$ cat config.mk
export PLATFORM = sky130hd
export DESIGN_NAME = ram_32x8_loader
export DESIGN_NICKNAME = d
export VERILOG_FILES = /design/src/rtl/ram_loader_pkg.sv /design/src/rtl/loader_addr_gen.sv /design/src/rtl/ram_32x8_loader.sv
export SDC_FILE = /design/constraint.sdc
export NUM_CORES = 1
export LEC_CHECK = 0
export CAP_MARGIN = 15
export CELL_PAD_IN_SITES_DETAIL_PLACEMENT = 0
export CELL_PAD_IN_SITES_GLOBAL_PLACEMENT = 1
export CORE_MARGIN = 3
export CORE_UTILIZATION = 35
export CTS_CLUSTER_DIAMETER = 40
export DETAILED_ROUTE_END_ITERATION = 10
export PLACE_DENSITY = 0.92
export SYNTH_ARGS = -nofsm -noshare
export SYNTH_HDL_FRONTEND = slang
export SYNTH_SLANG_ARGS = --single-unit
$ cat constraint.sdc
create_clock -name clk -period 4.8 [get_ports clk]
set_input_delay 0.48 -clock clk [delete_from_list [all_inputs] [get_ports clk]]
set_output_delay 0.48 -clock clk [all_outputs]
set_load 0.01 [all_outputs]
$ cat src/rtl/ram_loader_pkg.sv
// Shared widths, length limit and FSM states for the 32x8 RAM loader.
package ram_loader_pkg;
  localparam int unsigned ADDR_W  = 5;
  localparam int unsigned DATA_W  = 8;
  localparam int unsigned DEPTH   = 2 ** ADDR_W;
  localparam int unsigned MAX_LEN = DEPTH;
  localparam int unsigned LEN_W   = ADDR_W + 1;

  typedef enum logic [2:0] {
    S_IDLE,
    S_WRITE,
    S_DRAIN,
    S_VERIFY,
    S_DONE
  } state_t;
endpackage

$ cat src/rtl/loader_addr_gen.sv
// Wrap-around RAM address counter with a remaining-count; serves both the write walk and the verify walk.
module loader_addr_gen
  import ram_loader_pkg::*;
(
  input  logic              clk,
  input  logic              rst,
  input  logic              load,
  input  logic              inc,
  input  logic [ADDR_W-1:0] base,
  input  logic [LEN_W-1:0]  count,
  output logic [ADDR_W-1:0] addr,
  output logic [ADDR_W-1:0] next_addr,
  output logic [LEN_W-1:0]  remaining,
  output logic              last
);
  // 5-bit arithmetic gives the 31 -> 0 wrap for free
  assign next_addr = addr + ADDR_W'(1);
  assign last      = (remaining == LEN_W'(1));

  always_ff @(posedge clk or posedge rst) begin
    if (rst) begin
      addr      <= '0;
      remaining <= '0;
    end else if (load) begin
      addr      <= base;
      remaining <= count;
    end else if (inc && remaining != '0) begin
      addr      <= next_addr;
      remaining <= remaining - LEN_W'(1);
    end
  end
endmodule

$ cat src/rtl/ram_32x8_loader.sv
// Streams bytes from a valid/ready source into a 32x8 RAM at consecutive, wrapping addresses.
// Define LOADER_VERIFY_EN to add a read-back pass that compares XOR checksums of written and read data.
module ram_32x8_loader
  import ram_loader_pkg::*;
(
  input  logic              clk,
  input  logic              rst,
  input  logic              start,
  input  logic [ADDR_W-1:0] base_addr,
  input  logic [LEN_W-1:0]  length,
  input  logic [DATA_W-1:0] din,
  input  logic              din_valid,
  output logic              din_ready,
  output logic [ADDR_W-1:0] mem_addr,
  output logic [DATA_W-1:0] mem_wdata,
  output logic              mem_we,
  output logic              mem_re,
  input  logic [DATA_W-1:0] mem_rdata,
  output logic              busy,
  output logic              done,
  output logic              error
);
  state_t            state;
  logic [DATA_W-1:0] wchk;
  logic              accept;
  logic              ag_load, ag_inc, ag_last;
  logic [ADDR_W-1:0] ag_base, ag_addr, ag_next_addr;
  logic [LEN_W-1:0]  ag_count, ag_remaining;

`ifdef LOADER_VERIFY_EN
  logic [DATA_W-1:0] rchk, rchk_next;
  logic [ADDR_W-1:0] base_q;
  logic [LEN_W-1:0]  len_q;

  assign rchk_next = rchk ^ mem_rdata;
`else
  logic unused_bits;

  assign mem_re      = 1'b0;
  assign unused_bits = ^{mem_rdata, wchk};
`endif

  assign accept = din_valid && din_ready && (ag_remaining != '0);

  loader_addr_gen u_addr_gen (
    .clk       (clk),
    .rst       (rst),
    .load      (ag_load),
    .inc       (ag_inc),
    .base      (ag_base),
    .count     (ag_count),
    .addr      (ag_addr),
    .next_addr (ag_next_addr),
    .remaining (ag_remaining),
    .last      (ag_last)
  );

  always_comb begin
    ag_load  = 1'b0;
    ag_inc   = 1'b0;
    ag_base  = base_addr;
    ag_count = length;
    case (state)
      S_IDLE, S_DONE: ag_load = start;
      S_WRITE:        ag_inc  = accept;
`ifdef LOADER_VERIFY_EN
      // Counter is reloaded in DRAIN so the verify walk starts at base again
      S_DRAIN: begin
        ag_load  = 1'b1;
        ag_base  = base_q;
        ag_count = len_q;
      end
      S_VERIFY:       ag_inc  = 1'b1;
`endif
      default: ;
    endcase
  end

  always_ff @(posedge clk or posedge rst) begin
    if (rst) begin
      state     <= S_IDLE;
      din_ready <= 1'b0;
      mem_addr  <= '0;
      mem_wdata <= '0;
      mem_we    <= 1'b0;
      busy      <= 1'b0;
      done      <= 1'b0;
      error     <= 1'b0;
      wchk      <= '0;
`ifdef LOADER_VERIFY_EN
      mem_re    <= 1'b0;
      rchk      <= '0;
      base_q    <= '0;
      len_q     <= '0;
`endif
    end else begin
      mem_we <= 1'b0;
      case (state)
        S_IDLE, S_DONE: begin
          if (start) begin
            done  <= 1'b0;
            error <= 1'b0;
            wchk  <= '0;
`ifdef LOADER_VERIFY_EN
            rchk   <= '0;
            base_q <= base_addr;
            len_q  <= length;
`endif
            if (length > LEN_W'(MAX_LEN)) begin
              state <= S_DONE;
              done  <= 1'b1;
              error <= 1'b1;
            end else if (length == '0) begin
              state <= S_DONE;
              done  <= 1'b1;
            end else begin
              state     <= S_WRITE;
              busy      <= 1'b1;
              din_ready <= 1'b1;
            end
          end
        end
        S_WRITE: begin
          if (accept) begin
            mem_we    <= 1'b1;
            mem_addr  <= ag_addr;
            mem_wdata <= din;
            wchk      <= wchk ^ din;
            if (ag_last) begin
              din_ready <= 1'b0;
              state     <= S_DRAIN;
            end
          end
        end
        S_DRAIN: begin
`ifdef LOADER_VERIFY_EN
          state    <= S_VERIFY;
          mem_re   <= 1'b1;
          mem_addr <= base_q;
`else
          state <= S_DONE;
          busy  <= 1'b0;
          done  <= 1'b1;
`endif
        end
`ifdef LOADER_VERIFY_EN
        S_VERIFY: begin
          rchk <= rchk_next;
          if (ag_last) begin
            mem_re <= 1'b0;
            state  <= S_DONE;
            busy   <= 1'b0;
            done   <= 1'b1;
            error  <= (rchk_next != wchk);
          end else begin
            mem_addr <= ag_next_addr;
          end
        end
`endif
        default: state <= S_IDLE;
      endcase
    end
  end
endmodule

* After elaboration in Yosys (flattened, before gate mapping)
Cells that the tools add are included.
** Cells by class
- Multipliers :: 0
- Add/subtract/negate cells :: 2
- Divide/modulo/power cells :: 0
- Shifts and indexed selects :: 0
- Equal/unequal tests :: 9
- Bitwise gates (word level) :: 0
- Reductions and logical operators :: 16
- $lt $le $gt $ge :: 1
- Multiplexer cells :: 26
** Operator list (count)
- $mux W3 :: 5
- $mux W1 :: 13
- $mux W6 :: 2
- $mux W5 :: 2
- $ne A2 B2 Y1 const B :: 5
- $pmux W3 S3 :: 1
- $eq A6 B1 Y1 const B :: 1
- $gt A6 B6 Y1 const B :: 1
- $logic_not A6 Y1 :: 1
- $pmux W1 S2 :: 3
- $reduce_and A2 Y1 :: 3
- $reduce_and A6 Y1 :: 1
- $reduce_bool A2 Y1 :: 3
- $reduce_bool A6 Y1 :: 1
- $sub A6 B1 Y6 const B :: 1
- $add A5 B1 Y5 const B :: 1
- $reduce_and A4 Y1 :: 1
- $eq A3 B1 Y1 const B :: 1
- $eq A3 B2 Y1 const B :: 1
- $eq A3 B3 Y1 const B :: 1
- $logic_and A1 B1 Y1 :: 3
- $logic_not A3 Y1 :: 1
- $reduce_and A3 Y1 :: 1
- $reduce_or A2 Y1 :: 1
** Word-level totals
- Bits in read-only memories :: 0
- Memories :: 0
- Bits of input ports :: 31
- Latch bits :: 0
- Word-level logic and storage cells :: 64
- Register bits :: 32
- Memory bits (writable) :: 0

* Depth between registers and ports, before layout
- Depth in word-level cells :: 6
- Depth in mapped cells :: 8

* Hierarchy
From an unflattened synthesis, not the netlist that was laid out.
** Second synthesis, totals
- Cells, all modules :: 164
- Area, all modules :: 1734.2 sq um
** Modules (own cells, without submodules)
- ram_32x8_loader :: instances 1, cells each 64, sequential area each 525.5 sq um, area an instance 869.6 sq um
- loader_addr_gen :: instances 1, cells each 100, sequential area each 275.3 sq um, area an instance 864.6 sq um

* Least setup slack after synthesis
Ideal clock, no wire load.
- Path kind :: reg2reg
- Start :: register state[2]
- End :: register u_addr_gen.addr[3]
- Clock period less this slack :: 1928 ps
- Required time :: 4674 ps
- Cell stages (with the launch flop) :: 6
- Setup time :: 126 ps
- Data arrival time :: 1802 ps
- Setup slack :: 2872 ps
- Cells stage by stage :: dfrtp_1 or3b_1 a211o_2 clkinv_4 mux2_2 a221o_1
** Between the ends
- Longest elaborated chain between the ends :: 4
- Elaborated cells between the ends (all ways) :: 9
- Classes of those cells :: eq/ne: 2; mux: 3; reduce/logical: 4
** Ends and longest elaborated chain
- start: declaration :: RTL line ram_32x8_loader.sv:23 : state_t state;
- start signal: assignment :: RTL line ram_32x8_loader.sv:81 : state <= S_IDLE;
- start signal: assignment :: RTL line ram_32x8_loader.sv:110 : state <= S_DONE;
- start signal: assignment :: RTL line ram_32x8_loader.sv:114 : state <= S_DONE;
- $eq A3 B3 Y1 (tied with other cells) :: RTL line ram_32x8_loader.sv:63 : case (state)
- $reduce_or A2 Y1 or $mux W1 (tied branches) :: RTL line ram_32x8_loader.sv:63
- $mux W1 or $logic_and A1 B1 Y1 (tied branches) :: RTL line ram_32x8_loader.sv:63, loader_addr_gen.sv:27
- $mux W5 or $reduce_bool A2 Y1 (tied branches)
- end signal: assignment :: RTL line loader_addr_gen.sv:25 : addr <= base;
- end signal: assignment :: RTL line loader_addr_gen.sv:28 : addr <= next_addr;
- end: declaration :: RTL line loader_addr_gen.sv:11 : output logic [ADDR_W-1:0] addr,
Parallel ways exist; a longest one is shown, timed or not.
A chain may end at the register's enable or synchronous reset.

* Final worst setup path
- Start :: register u_addr_gen.remaining[5]
- End :: register u_addr_gen.addr[3]
** Between the ends
- Longest elaborated chain between the ends :: 5
** Ends and longest elaborated chain
- start: declaration :: RTL line loader_addr_gen.sv:13 : output logic [LEN_W-1:0] remaining,
- start signal: assignment :: RTL line loader_addr_gen.sv:26 : remaining <= count;
- start signal: assignment :: RTL line loader_addr_gen.sv:29 : remaining <= remaining - LEN_W'(1);
- $reduce_bool A6 Y1 * :: RTL line loader_addr_gen.sv:27, ram_32x8_loader.sv:43
- $logic_and A1 B1 Y1 :: RTL line ram_32x8_loader.sv:43 : assign accept = din_valid && din_ready && (ag_remaining != '0);
- $mux W1 :: RTL line ram_32x8_loader.sv:63
- $logic_and A1 B1 Y1 * :: RTL line loader_addr_gen.sv:27 : end else if (inc && remaining != '0) begin
- $reduce_bool A2 Y1 (no source line) *
Every way passes the cells marked *; elsewhere a longest branch is shown, timed or not.

==> key figures <==
GRT
  • GRT overflow: 0
  • Vias in the first global route: between 1k and 1.5k
  • Total track usage: about 14%
  • Pin count of the biggest net entering global routing: 33
  • First-pass GRT wire length: 5.53 mm
  • Initial antenna violation count: 0

Setup path
  • Reg2reg path depth: 5
  • Critical Path End: u_addr_gen.addr[3]
  • Family with the most delay on the worst path: compound AO/OA/AOI/OAI gates
  • WP buf/inv: 1
  • WP data arrival: between 2 and 3 ns
  • Stages on worst setup path: 5
  • Max stage delay on crit path: between 0.5 and 0.6 ns
  • Crit Path Class: flip-flop to flip-flop
  • CP max-delay cell: a211o_2
  • Required time of the critical path: between 4 and 5 ns
  • Worst R2R Setup Slack: around 2.3 ns
  • Launch point of the worst reg-to-reg path: u_addr_gen.remaining[5]
  • Crit Path Max Fanout: 29
  • Worst setup SP type: flip-flop
  • Launch point of the worst path: u_addr_gen.remaining[5]
  • Crit-path cells: nor4_1, a211o_2, clkinv_4, mux2_2, a221o_1
  • Reg2reg end: u_addr_gen.addr[3]
  • Crit end category: flip-flop

Route
  • Vias: about 1.3k
  • Antenna-violating nets left: 0
  • Vias/cell: 5.04
  • Drt drc: 0
  • First-pass DRT Iterations: 4
  • DR iter-0 viols: 132
  • Drt wl/cell: ~13 microns
  • Post-Route WL: approximately 3.3 mm

Floorplanning
  • Vert. Die Dim: about 72 microns
  • Die area: 5240 sq um
  • DIE WIDTH: 72.4 microns
  • Number of top-level pins: 50
  • Row count: 23
  • Core ar.: about 4000 sq um
  • Starting Density: a little under two fifths

Power and ir drop
  • PD cells: roughly 580 nW/um^2
  • Power Total: 1.17 mW
  • LEAKAGE: between 0.9 and 1 nW
  • Peak supply drop: ~190 uV

Synthesis
  • Async S/R FF share, synth: 100%
  • Post-synth EDFFs: 0
  • Yosys top cell area share: 51.9%
  • Area contributors post-synth: dfrtp_1, nand2_1, ha_1
  • Flops & latches, synth: 32
  • Cells after Synth: approximately 160
  • YS warnings: 0
  • Sequential-to-total area share from yosys stat: roughly half
  • Most instantiated library cell after synthesis: nand2_1
  • Syn nets: 192
  • Synth area leader: dfrtp_1
  • Post-synth top flop: dfrtp_1
  • Netlist cell types: 44
  • List of most frequent post-synthesis cells: nand2_1, dfrtp_1, nor2_1
  • Mapped Area: 1540 sq um
  • Syn avg cell area: slightly below 10 sq um

Clock network
  • Setup Buffers After CTS: 0
  • Max H-tree Level: 2
  • Clock Latency Late Sink: approximately 0.28 ns
  • Post-CTS resize count: 0
  • CTS sink cnt: 32
  • CTS buffer count: 5
  • Max Buffers Root-to-Sink: 2
  • Hold buffer count at CTS: 0
  • CTS tree: yes
  • Clock root cell: clkbuf_8
  • CTS clk-pin slew, worst paths: approximately 0.060 ns

STA
  • Setup violators final: 0
  • Worst slew pin tran: 0.534 ns
  • Highest Clock Rate: 0.403 GHz
  • Hold Fails Final Rpt: 0
  • RSZ-0062 raised after global routing: no
  • Fin crit period: 2.48 ns
  • Final worst-path cycle share: between 50% and 60%
  • Fin Setup TNS: 0 ns
  • Worst Skew: about 0.0021 ns
  • Rel. slew slack: ~64%
  • Slew Limit Fails: 0

Cells and area
  • Final net count: 233
  • Share of layout cells above drive strength 1: about 8.1%
  • Synth-to-Final Area Change: 31.2%
  • N_diodes: 0

Placed design
  • Placer Congestion: between 0.7 and 0.8
  • DP Wirelength: roughly 2.3 mm
  • PortBufs: 40

Worst hold path
  • Worst min path class: flip-flop to flip-flop

Run
  • Max-cap violation count: 0

Run status
  • Status: finished clean
metrics by stage:
stage	worst slack (ns)	utilization (%)	hold WS, ns	area [sq um]	std cells
6_report	2.32	49.2	0.474	2030	248
5_1_grt	2.17	49.2	0.494	2030	248
4_1_cts	2.33	49.2	0.477	2030	248
3_5_place_dp	2.24	47.3	0.461	1950	241
3_3_place_gp	2.26	47.3	0.457	1950	241
2_1_floorplan	2.87	-	0.481	1540	157
kinds of logic (layout without fill, tap and decap cells):
kind of cell	Yosys count	in the layout	synth area share, %
and+or+nand+nor	75	75	22.3
DFF	32	32	51.9
AOI/OAI and AO/OA	27	27	13.5
buffers and inverters	15	56	6.81
adders and majority gates	4	4	3.24
muxes	3	3	2.11
other	1	1	0.243
how the worst min path moves through the flow:
stage,start,endpoint,cells past startpoint
floorplan,u_addr_gen.addr[4],mem_addr[4],2
detailed placement,mem_wdata[6],mem_wdata[6],2
finish,mem_wdata[6],mem_wdata[6],2
CTS,mem_wdata[6],mem_wdata[6],2
global placement,mem_wdata[7],mem_wdata[7],2
global route,mem_addr[1],mem_addr[1],2
flip-flops by register name, summed over array words and instances (netlist names):
name and count:
busy 1, din_ready 1, done 1, error 1
mem_addr 5, mem_wdata 8, mem_we 1, state 3
u_addr_gen.addr 5, u_addr_gen.remaining 6
power breakdown:
part	internal, mW	switching [mW]	total (mW)
Combinational	0.256	0.240	0.496
Sequential	0.388	0.0943	0.482
Clock	0.0983	0.0932	0.192
metal layers:
metal,GRT usage (%),part of all wire (%),vias up
met3,5.82,6.6,6
met2,18.9,41,42
met5,0,0,-
li1,-,-,624
met1,19.6,51,579
met4,4.92,1.5,0
worst min-delay path: stages (launching register included):
cell     delay, ns
dfrtp_1       0.34
nand2_1       0.05
nand2_1       0.05
area by class of cell:
class | count | area, sq um
inverter | 7 | 31.3
clock inverter | 1 | 5.00
timing repair buffer | 42 | 415
fill | 404 | 2090
sequential | 32 | 801
multi-input combinational | 110 | 638
clock buffer | 6 | 72.6
tap | 50 | 62.6
cell usage in the layout, fill, tap and decap left out, drive strengths merged, types with 4 or more instances in the layout:
cell type	count
nand2	43
clkdlybuf4s50	40
ha	4
nand3	6
dfrtp	32
nor2	7
clkbuf	6
o21ai	6
inv	6
nor3	5
a221o	4
Power figures use the tool's default switching activity.
